## src/rtl/usb_rx_bit_decoder.sv

```systemverilog
// usb_rx_bit_decoder: full-speed USB receive bit recovery, NRZI decode, unstuffing, EOP/error detection
//
// Ports:
//   clk          in  system clock (CLKS_PER_BIT clocks per USB bit), rising edge
//   rst          in  asynchronous active-high reset
//   d_plus_sync  in  synchronized D+ (J = D+ 1 / D- 0)
//   d_minus_sync in  synchronized D-
//   bit_out      out decoded data bit, meaningful only with bit_valid
//   bit_valid    out 1-cycle strobe per non-stuffed decoded bit
//   eop          out 1-cycle strobe on a clean end of packet (SE0 then J)
//   rx_error     out 1-cycle strobe on a bit-stuff violation or bad EOP
//   receiving    out high while a packet is in progress
module usb_rx_bit_decoder #(
    parameter int CLKS_PER_BIT = 8,
    parameter int SAMPLE_PT    = 3,
    parameter int STUFF_LEN    = 6
) (
    input  logic clk,
    input  logic rst,
    input  logic d_plus_sync,
    input  logic d_minus_sync,
    output logic bit_out,
    output logic bit_valid,
    output logic eop,
    output logic rx_error,
    output logic receiving
);
    localparam int TW = $clog2(CLKS_PER_BIT);
    localparam int OW = $clog2(STUFF_LEN + 1);

    typedef enum logic [1:0] {ST_IDLE, ST_RECV, ST_EOP} state_t;

    state_t        state_q;
    logic [TW-1:0] timer_q, timer_d;
    logic [OW-1:0] ones_q;
    logic [1:0]    se0_cnt_q;
    logic          d_plus_q, prev_dp_q;
    logic          active, line_edge, start, sample_now, se0, line_j, dec;

    assign active     = state_q != ST_IDLE;
    assign line_edge  = d_plus_q ^ d_plus_sync;
    // Packet start is the J->K transition out of idle: D+ falls while D- is high.
    assign start      = !active && d_plus_q && !d_plus_sync && d_minus_sync;
    assign se0        = !d_plus_sync && !d_minus_sync;
    assign line_j     = d_plus_sync && !d_minus_sync;
    // NRZI: no change on the line is a 1, a change is a 0.
    assign dec        = d_plus_sync == prev_dp_q;
    // An edge landing on the sample point resynchronises instead of sampling.
    assign sample_now = active && !line_edge && timer_q == TW'(SAMPLE_PT);

    // The edge cycle counts as timer 0, so the register is loaded with 1.
    always_comb begin
        timer_d = (start || (active && line_edge)) ? TW'(1) :
                  !active                          ? '0 :
                  timer_q == TW'(CLKS_PER_BIT - 1) ? '0 : timer_q + TW'(1);
    end

    always_ff @(posedge clk or posedge rst) begin
        if (rst) begin
            state_q   <= ST_IDLE;
            timer_q   <= '0;
            ones_q    <= '0;
            se0_cnt_q <= '0;
            d_plus_q  <= 1'b1;
            prev_dp_q <= 1'b1;
            bit_out   <= 1'b0;
            bit_valid <= 1'b0;
            eop       <= 1'b0;
            rx_error  <= 1'b0;
            receiving <= 1'b0;
        end else begin
            d_plus_q  <= d_plus_sync;
            timer_q   <= timer_d;
            bit_out   <= 1'b0;
            bit_valid <= 1'b0;
            eop       <= 1'b0;
            rx_error  <= 1'b0;
            case (state_q)
                ST_IDLE: begin
                    if (start) begin
                        state_q   <= ST_RECV;
                        prev_dp_q <= 1'b1;
                        ones_q    <= '0;
                        receiving <= 1'b1;
                    end
                end
                ST_RECV: begin
                    if (sample_now) begin
                        if (se0) begin
                            state_q   <= ST_EOP;
                            se0_cnt_q <= 2'd1;
                        end else begin
                            prev_dp_q <= d_plus_sync;
                            if (ones_q == OW'(STUFF_LEN)) begin
                                // After a full run of 1s the next bit must be a stuffed 0.
                                ones_q <= '0;
                                if (dec) begin
                                    rx_error  <= 1'b1;
                                    state_q   <= ST_IDLE;
                                    receiving <= 1'b0;
                                end
                            end else begin
                                bit_valid <= 1'b1;
                                bit_out   <= dec;
                                ones_q    <= dec ? ones_q + OW'(1) : '0;
                            end
                        end
                    end
                end
                ST_EOP: begin
                    if (sample_now) begin
                        if (se0) begin
                            se0_cnt_q <= se0_cnt_q == 2'd3 ? 2'd3 : se0_cnt_q + 2'd1;
                        end else begin
                            state_q   <= ST_IDLE;
                            receiving <= 1'b0;
                            eop       <= line_j;
                            rx_error  <= !line_j;
                        end
                    end
                end
                default: begin
                    state_q   <= ST_IDLE;
                    receiving <= 1'b0;
                end
            endcase
        end
    end
endmodule

```

## config.mk

```make
export PLATFORM = sky130hd
export DESIGN_NAME = usb_rx_bit_decoder
export DESIGN_NICKNAME = d
export VERILOG_FILES = /design/src/rtl/usb_rx_bit_decoder.sv
export SDC_FILE = /design/constraint.sdc
export NUM_CORES = 1
export LEC_CHECK = 0
export ABC_AREA = 1
export CORE_ASPECT_RATIO = 1.2
export CORE_MARGIN = 2
export CORE_UTILIZATION = 59
export DETAILED_ROUTE_END_ITERATION = 8
export HOLD_SLACK_MARGIN = 0.08
export PLACE_DENSITY = 0.86
export SLEW_MARGIN = 40
export SYNTH_ARGS = -nofsm -noshare
export SYNTH_HDL_FRONTEND = slang
export SYNTH_SLANG_ARGS = --single-unit
export TNS_END_PERCENT = 10
```

## constraint.sdc

```tcl
create_clock -name clk -period 4.01 [get_ports clk]
set_input_delay 1.0025 -clock clk [delete_from_list [all_inputs] [get_ports clk]]
set_output_delay 1.0025 -clock clk [all_outputs]
set_load 0.02 [all_outputs]
```

==> impl_metrics.yaml <==
global_routing:
  antenna_found_initial: 0
  overflow: 0
  grt_pass1_wl_um: 2790
  grt_pass1_vias: 687
  grt_usage_pct: 22.1
  grt_max_degree: 16
cts:
  postCtsHoldBufs: 0
  cts.path.max_buffers: 2
  cts_inserted_buffers: 3
  clock_sinks: 15
  clk_pin_slew_ps: 90
  cts-root-buf: "clkbuf_4"
  ctsHtreeMaxLevel: 1
  post_cts_resized: 0
  clock_latency_ps: 280
  post-cts-setup-buffers: 0
  tritoncts: "built"
logic_synthesis:
  async_reset_ff_share_pct: 100
  avgSynthCellArea_sq_um: 8.59
  synth.area.top_cells: "dfrtp_1, ha_1, nand2_1"
  ys.flop_type: "dfrtp_1"
  synthCells: 107
  synth.most_common_cell: "nand2_1"
  yosys-top-cells-count: "nand2_1, inv_1, dfrtp_1, ha_1, nor2_1"
  synth_nets: 120
  ys.warnings.count: 0
  ys_seq_area_share_pct: 41.1
  yosysTopAreaCell: "dfrtp_1"
  yosys.cell_types.count: 22
  synth.ff_latch_count: 15
  syn-cell-area_sq_um: 920
  synth_top_area_share_pct: 35.4
  synth_edf_count: 0
critical_path:
  path_cells: "clkdlybuf4s50_1"
  cpPeakStageDelay_ps: 600
  path_max_fanout: 2
  reg2reg_setup_slack_ps: 2400
  crit_path_end_kind: "output pin"
  crit_family: "buffers and inverters"
  cp.buffers_inverters: 1
  crit_slowest_cell: "clkdlybuf4s50_1"
  required_ps: 3010
  worstSetupStartpointType: "flop"
  crit_arrival_ps: 1230
  crit_type: "reg2out"
status:
  violations: "design-rule violations"
  status: "finished with violations"
route:
  wl_per_cell_um: 12.1
  postRouteAntennaNets: 0
  dr.pass1.iters: 6
  vias_per_cell: 5.17
  vias: 703
  drt_wl_total_um: 1650
  drc: 2
  drtIter0Drc: 17
placement:
  gp_congestion: 0.889
  hpwl_um: 1360
  place_ws_ps: 1540
  place_area_sq_mm: 0.00102
  portBuffers: 8
timing:
  drv_slew: 0
  setup_ws_ps: 1780
  hold_violations: 0
  worstMarginPinSlew_ps: 545
  finalSetupTns_ps: 0
  fmax_mhz: 448
  setup_violations: 0
  clock_skew_ps: 3.92
  period_share_pct: 55.7
  slew-limit-headroom_pct: 63.6
  min_period_ps: 2230
  rsz0062_at_grt: "no"
die:
  row_count: 15
  num_io_pins: 9
  coreArea_sq_mm: 0.00145
  die_y_um: 47.3
  start_util_pct: 63.6
  dieArea_sq_mm: 0.00189
  die_x_um: 40.0
layout:
  final_core_util_pct: 72.6
  finalInstanceArea_sq_mm: 0.00105
  n_antenna_cell: 0
  final_nets: 133
  layout-drive-gt1-share_pct: 21.0
  syn2layout_area_growth_pct: 14.0
run:
  maxCapViolCount: 0
pwr:
  power_leakage_nw: 0.559
  ir_drop_v: 0.000448
  p_per_area_mw_per_mm2: 645
worst_hold_path:
  worstHoldPathType: "reg2reg"
==> worst paths after layout <==
check,startpoint,endpoint,cells after the start
worst max-delay path,receiving$_DFFE_PP0P_,receiving,1
worst min-delay path,receiving$_DFFE_PP0P_,receiving$_DFFE_PP0P_,2
worst max register to register,state_q[0]$_DFFE_PP0P_,ones_q[1]$_DFFE_PP0P_,10
worst min register to register,receiving$_DFFE_PP0P_,receiving$_DFFE_PP0P_,2
max in group asynchronous,rst,d_plus_q$_DFF_PP1_,2
min in group asynchronous,rst,bit_out$_DFF_PP0_,2
==> report_power, final <==
part / internal, mW / total (mW) / switching [mW]
clock network: 0.0370 / 0.0864 / 0.0494
logic: 0.135 / 0.369 / 0.234
registers: 0.194 / 0.220 / 0.0257
total: 0.367 / 0.676 / 0.309
==> per-stage QoR <==
| step | cells | total power, mW | hold slack (ps) |
|---|---|---|---|
| after floorplan | 107 | 0.508 | 442 |
| after global placement | 132 | 0.572 | 458 |
| after detailed placement | 132 | 0.595 | 466 |
| after CTS | 136 | 0.679 | 486 |
| after global routing | 136 | 0.731 | 512 |
| final | 136 | 0.676 | 481 |
==> state kept, by name (all words and copies together), names as in the netlist <==
name       count
ones_q         3
timer_q        3
state_q        2
eop            1
bit_valid      1
rx_error       1
prev_dp_q      1
receiving      1
d_plus_q       1
bit_out        1
==> cells in the final DEF (no fill, tap or decap), drive strengths merged <==
cell           instances
dfstp                  2
clkdlybuf4s50          8
nand2                 36
clkbuf                 3
inv                   16
nor3                   4
or2                    1
dfrtp                 13
nand3                  4
clkinv                 2
o21ai                  8
nand4                  2
xor2                   1
a21oi                  1
nor2                   9
ha                     9
==> logic make-up after synthesis <==
logic type | after synthesis | synth area share, %
AOI/OAI and AO/OA | 9 | 7.76
xor gates and xnor gates | 1 | 0.953
adders and majority gates | 9 | 12.2
and+or+nand+nor | 56 | 30.5
DFF | 15 | 41.1
buffers and inverters | 17 | 7.48
==> cell type report <==
type                    count  area, sq um
repair buffers              8         80.1
inverters                  17         68.8
well taps                  17         21.3
fillers                   116          397
multi-input cells          75          473
flip-flops and latches     15          378
clock inverters             1         5.00
clock buffers               3         22.5
==> metal layers <==
metal | GRT usage, % | up-vias | part of all wire (%)
li1 | - | 354 | -
met1 | 24.1 | 333 | 40
met2 | 41.9 | 12 | 56
met3 | 2.84 | 4 | 2.9
met4 | 8.28 | 0 | 1.6
met5 | 0 | - | 0
(Power assumes the default switching activity.)
